## src/rtl/lab_vector_sequencer.sv

```systemverilog
// rtl/lab_vector_sequencer.sv - vector-table self-test sequencer for lab circuits
// Applies stored stimuli to a neighbouring DUT, waits a settle time, and scores the responses.
module lab_vector_sequencer #(
   parameter int IN_W       = 4,
   parameter int OUT_W      = 1,
   parameter int DEPTH      = 16,
   parameter int SETTLE_CYC = 1,
   localparam int AW        = $clog2(DEPTH)
) (
   input  logic             clk,
   input  logic             reset,
   input  logic             load_we,
   input  logic [AW-1:0]    load_addr,
   input  logic [IN_W-1:0]  load_stim,
   input  logic [OUT_W-1:0] load_exp,
   input  logic [AW:0]      num_vec,
   input  logic             start,
   input  logic             abort,
   output logic [IN_W-1:0]  dut_in,
   input  logic [OUT_W-1:0] dut_out,
   output logic             busy,
   output logic             done,
   output logic             pass,
   output logic [AW:0]      err_count,
   output logic [AW-1:0]    first_err_idx
);

   localparam int CW = (SETTLE_CYC > 1) ? $clog2(SETTLE_CYC) : 1;
   localparam logic [AW:0] NMAX = (AW+1)'(DEPTH);

   typedef enum logic [2:0] {IDLE, APPLY, SETTLE, CHECK, DONE} state_t;

   state_t            state;
   logic [AW-1:0]     idx;
   logic [AW:0]       n;
   logic [CW-1:0]     cnt;
   logic [IN_W-1:0]   stim_mem [DEPTH];
   logic [OUT_W-1:0]  exp_mem  [DEPTH];

   // Table RAM is deliberately not reset so vectors survive a reset pulse.
   always_ff @(posedge clk) begin
      if (load_we && !busy) begin
         stim_mem[load_addr] <= load_stim;
         exp_mem[load_addr]  <= load_exp;
      end
   end

   assign pass = done && (err_count == '0);

   always_ff @(posedge clk or negedge reset) begin
      if (!reset) begin
         state         <= IDLE;
         idx           <= '0;
         n             <= '0;
         cnt           <= '0;
         dut_in        <= '0;
         busy          <= 1'b0;
         done          <= 1'b0;
         err_count     <= '0;
         first_err_idx <= '0;
      end else if (abort) begin
         state <= IDLE;
         busy  <= 1'b0;
         done  <= 1'b0;
      end else begin
         case (state)
            IDLE, DONE: begin
               if (start) begin
                  idx           <= '0;
                  err_count     <= '0;
                  first_err_idx <= '0;
                  if (num_vec == '0) begin
                     n     <= '0;
                     state <= DONE;
                     busy  <= 1'b0;
                     done  <= 1'b1;
                  end else begin
                     n     <= (num_vec > NMAX) ? NMAX : num_vec;
                     state <= APPLY;
                     busy  <= 1'b1;
                     done  <= 1'b0;
                  end
               end
            end
            APPLY: begin
               dut_in <= stim_mem[idx];
               cnt    <= CW'(SETTLE_CYC - 1);
               state  <= SETTLE;
            end
            SETTLE: begin
               if (cnt == '0) state <= CHECK;
               else           cnt   <= cnt - 1'b1;
            end
            CHECK: begin
               if (dut_out != exp_mem[idx]) begin
                  if (err_count != '1) err_count <= err_count + 1'b1;
                  if (err_count == '0) first_err_idx <= idx;
               end
               if ({1'b0, idx} == n - (AW+1)'(1)) begin
                  state <= DONE;
                  busy  <= 1'b0;
                  done  <= 1'b1;
               end else begin
                  idx   <= idx + 1'b1;
                  state <= APPLY;
               end
            end
            default: state <= IDLE;
         endcase
      end
   end

endmodule

```

## config.mk

```make
export PLATFORM = sky130hd
export DESIGN_NAME = lab_vector_sequencer
export DESIGN_NICKNAME = d
export VERILOG_FILES = /design/src/rtl/lab_vector_sequencer.sv
export SDC_FILE = /design/constraint.sdc
export NUM_CORES = 1
export LEC_CHECK = 0
export CAP_MARGIN = 25
export CORE_ASPECT_RATIO = 1.4
export CORE_MARGIN = 2
export CORE_UTILIZATION = 45
export CTS_CLUSTER_DIAMETER = 50
export DETAILED_ROUTE_END_ITERATION = 8
export GPL_ROUTABILITY_DRIVEN = 0
export SLEW_MARGIN = 20
export SYNTH_ARGS = -nofsm -noshare
export SYNTH_HDL_FRONTEND = slang
export SYNTH_SLANG_ARGS = --single-unit
export TNS_END_PERCENT = 10
```

## constraint.sdc

```tcl
create_clock -name clk -period 4.25 [get_ports clk]
set_input_delay 0.85 -clock clk [delete_from_list [all_inputs] [get_ports clk]]
set_output_delay 0.85 -clock clk [all_outputs]
set_load 0.01 [all_outputs]
```

==> metrics.csv <==
stage,metric,value,unit
run_status,status,"finished, final reports clean",
worst_setup_path,CP Cell Sequence,"inv_1, ha_1, or4b_2, nor2_1, clkdlybuf4s50_1",
timing,min cycle time layout,3.18,ns
logic_synthesis,Syn Nets,328,
clock_network,Post-CTS Setup Bufs,0,
layout,most frequent cells in the layout,"edfxtp_1 (80), clkdlybuf4s50_1 (35), nor2_1 (29)",
clock_network,TritonCTS clock tree,yes,
placement,IO buf count,35,
logic_synthesis,Syn Area/Cell,15.5,µm²
clock_network,CTS Buf Count,9,
worst_setup_path,CP Capture Type,output port,
layout,P&R area growth vs syn,17.4,%
layout,Ant. Diodes,0,
worst_setup_path,Crit Path Class,flip-flop to output port,
timing,max frequency,0.314,GHz
clock_network,Worst-Skew Late Latency,0.34,ns
worst_setup_path,CP Data Required Time,3.40,ns
run,Max Cap Viol,0,
die,io pins,36,
logic_synthesis,Mapped Area,4680,µm²
worst_setup_path,crit path max fanout,6,
clock_network,CTS max path bufs,2,
timing,clk_skew,0.00563,ns
die,Die Y,125,µm
clock_network,CTS Sinks,107,
power,Tot Pwr,2.99,mW
detailed_routing,Vias,2684,
grt,vias in the first global route,2824,
timing,worst-margin pin slew,0.818,ns
timing,final-report hold violation count,0,
die,Rows,44,
timing,endpoints failing setup,0,
logic_synthesis,Post-Synthesis Cells,303,
worst_setup_path,Critical Path Slowest Stage Cell,or4b_2,
min_path,HP Class,flip-flop to flip-flop,
timing,Slew Limit Fails,0,
timing,Fin Setup TNS,0,ns
layout,share of post-route cells with drive strength above 1,14.2,%
grt,global-route wire length before repair,15100,µm
grt,GRT overflow,0,
power,LEAKAGE,1.88,nW
detailed_routing,post-DR vias/cell,5.56,
power,worst ir drop on vdd,0.198,mV
detailed_routing,DR DRC count,0,
logic_synthesis,Post-synth EDFFs,80,
detailed_routing,Antenna Nets Post-Route,0,
die,die area,11300,µm²
worst_setup_path,Setup crit start kind,flip-flop,
logic_synthesis,warnings from Yosys,0,
detailed_routing,Detailed Route Iter0 Violations,136,
layout,"commonest non-fill, non-tap cell in the layout",edfxtp_1,
clock_network,clock transition at the registers of the reported paths,0.07,ns
power,P per Cell Area,544,nW/µm²
worst_setup_path,CP max stage delay,0.62,ns
grt,GRT Overall Usage,18.0,%
placement,DPL Wire Length,6680,µm
worst_setup_path,crit path DAT,2.33,ns
clock_network,cts repair resizes,0,
timing,period utilization,74.9,%
logic_synthesis,async set or reset register ratio after synthesis,25.2,%
layout,Filler cells,873,
grt,initial antenna violation count,0,
detailed_routing,WL final,9340,µm
die,Initial Util,45.7,%
logic_synthesis,synth unique cells,52,
clock_network,Root Buffer,clkbuf_16,
detailed_routing,DR WL/cell,19.3,µm
placement,Place WS,1.20,ns
die,core area,10200,µm²
layout,"Cell Count, Final, Fillers Out",483,
clock_network,CTS Hold Buffers Added,0,
timing,Fin Hold WS,0.511,ns
timing,final worst slack,1.07,ns
grt,maximum number of pins on one net before global-route repair,25,
logic_synthesis,sequential share of the synthesized area,65.7,%
placement,DP Cell Count,468,
timing,slew margin rel.,44.7,%
detailed_routing,DRT Pass-1 Iters,4,
timing,RSZ-0062 raised after global routing,no,
clock_network,htree depth,3,
logic_synthesis,Post-synth top flop,edfxtp_1,
layout,Final nets,366,
logic_synthesis,Yosys reg bits,107,
die,Die X,90.2,µm
==> Yosys cell counts (all sizes together), types with 2 or more instances <==
library cell  count  area (µm²)
and3              2        13.8
inv               9        33.8
dfrtp            27         676
mux2i             2        20.0
edfxtp           80        2400
and2              2        12.5
mux4             25         593
xnor2             5        51.3
nand3b            5        37.5
a21oi             4        20.0
nor2b             2        12.5
nand3             7        35.0
nand4             2        12.5
nor2             29         109
nor3             11        55.1
o21ai             9        45.0
nand4b            4        35.0
mux2              4        45.0
nand2            26        97.6
ha                5        62.6
nand2b            7        43.8
buf               6        37.5
o311ai            4        42.6
clkbuf            6        22.5
==> layer usage <==
layer  vias up  GRT usage, %  routed length (µm)
met5         -             0                   0
met4         0          10.2                 349
met3        17          3.81                 398
met2        80          30.6                4990
met1      1338          21.1                3600
li1       1249             -                   -
==> final cells by class <==
type,count,area [µm²],share of cell area [%]
repair buffers,39,380,6.92
clock buffers,9,225,4.10
well taps,138,173,3.14
inverters,10,37.5,0.683
flip-flops and latches,107,3080,56.0
clock inverters,6,95.1,1.73
multi-input cells,174,1510,27.4
==> worst paths after layout <==
kind	from	endpoint	slack, ns	cells past startpoint
max	err_count[0]	pass	1.07	5
min	dut_in[2]	dut_in[2]	0.51	1
max reg2reg	idx[0]	first_err_idx[1]	1.21	6
min reg2reg	dut_in[2]	dut_in[2]	0.51	1
max in group asynchronous	reset	dut_in[3]	2.69	2
min in group asynchronous	reset	n[0]	0.91	1
==> where the power goes <==
| group | switching [mW] | internal, mW | leakage (nW) | total [mW] |
|---|---|---|---|---|
| Clock | 0.378 | 0.521 | 0.157 | 0.898 |
| Sequential | 0.124 | 1.22 | 1.08 | 1.34 |
| Combinational | 0.359 | 0.388 | 0.643 | 0.748 |
| Total | 0.861 | 2.13 | 1.88 | 2.99 |
==> state kept, by name (all words and copies together) (netlist names) <==
signal and cells:
stim_mem 64, exp_mem 16, err_count 5, n 5, dut_in 4, first_err_idx 4
idx 4, state 3, busy 1, done 1
==> metrics by stage <==
step / cell area (µm²) / utilization [%]
floorplan: 4680 / -
global route: 5500 / 53.7
global placement: 5180 / 50.6
CTS: 5500 / 53.7
finish: 5500 / 53.7
detailed placement: 5180 / 50.6
==> kinds of logic (layout without fill, tap and decap cells) <==
kind of cell	after synthesis	count (layout)	share of synthesized area, %
AOI/OAI and AO/OA	29	29	4.67
xor gates and xnor gates	6	6	1.28
adders and majority gates	5	5	1.34
buffers and inverters	22	64	2.08
DFF	107	107	65.7
muxes	31	31	14.0
and+or+nand+nor	103	103	10.9
==> critical path: cells and delay by family (launching register included) <==
family | cells | cell delay, ns
and+or+nand+nor | 2 | 0.73
buffers and inverters | 2 | 0.64
DFF | 1 | 0.46
adders and majority gates | 1 | 0.16
(Power assumes the default switching activity.)
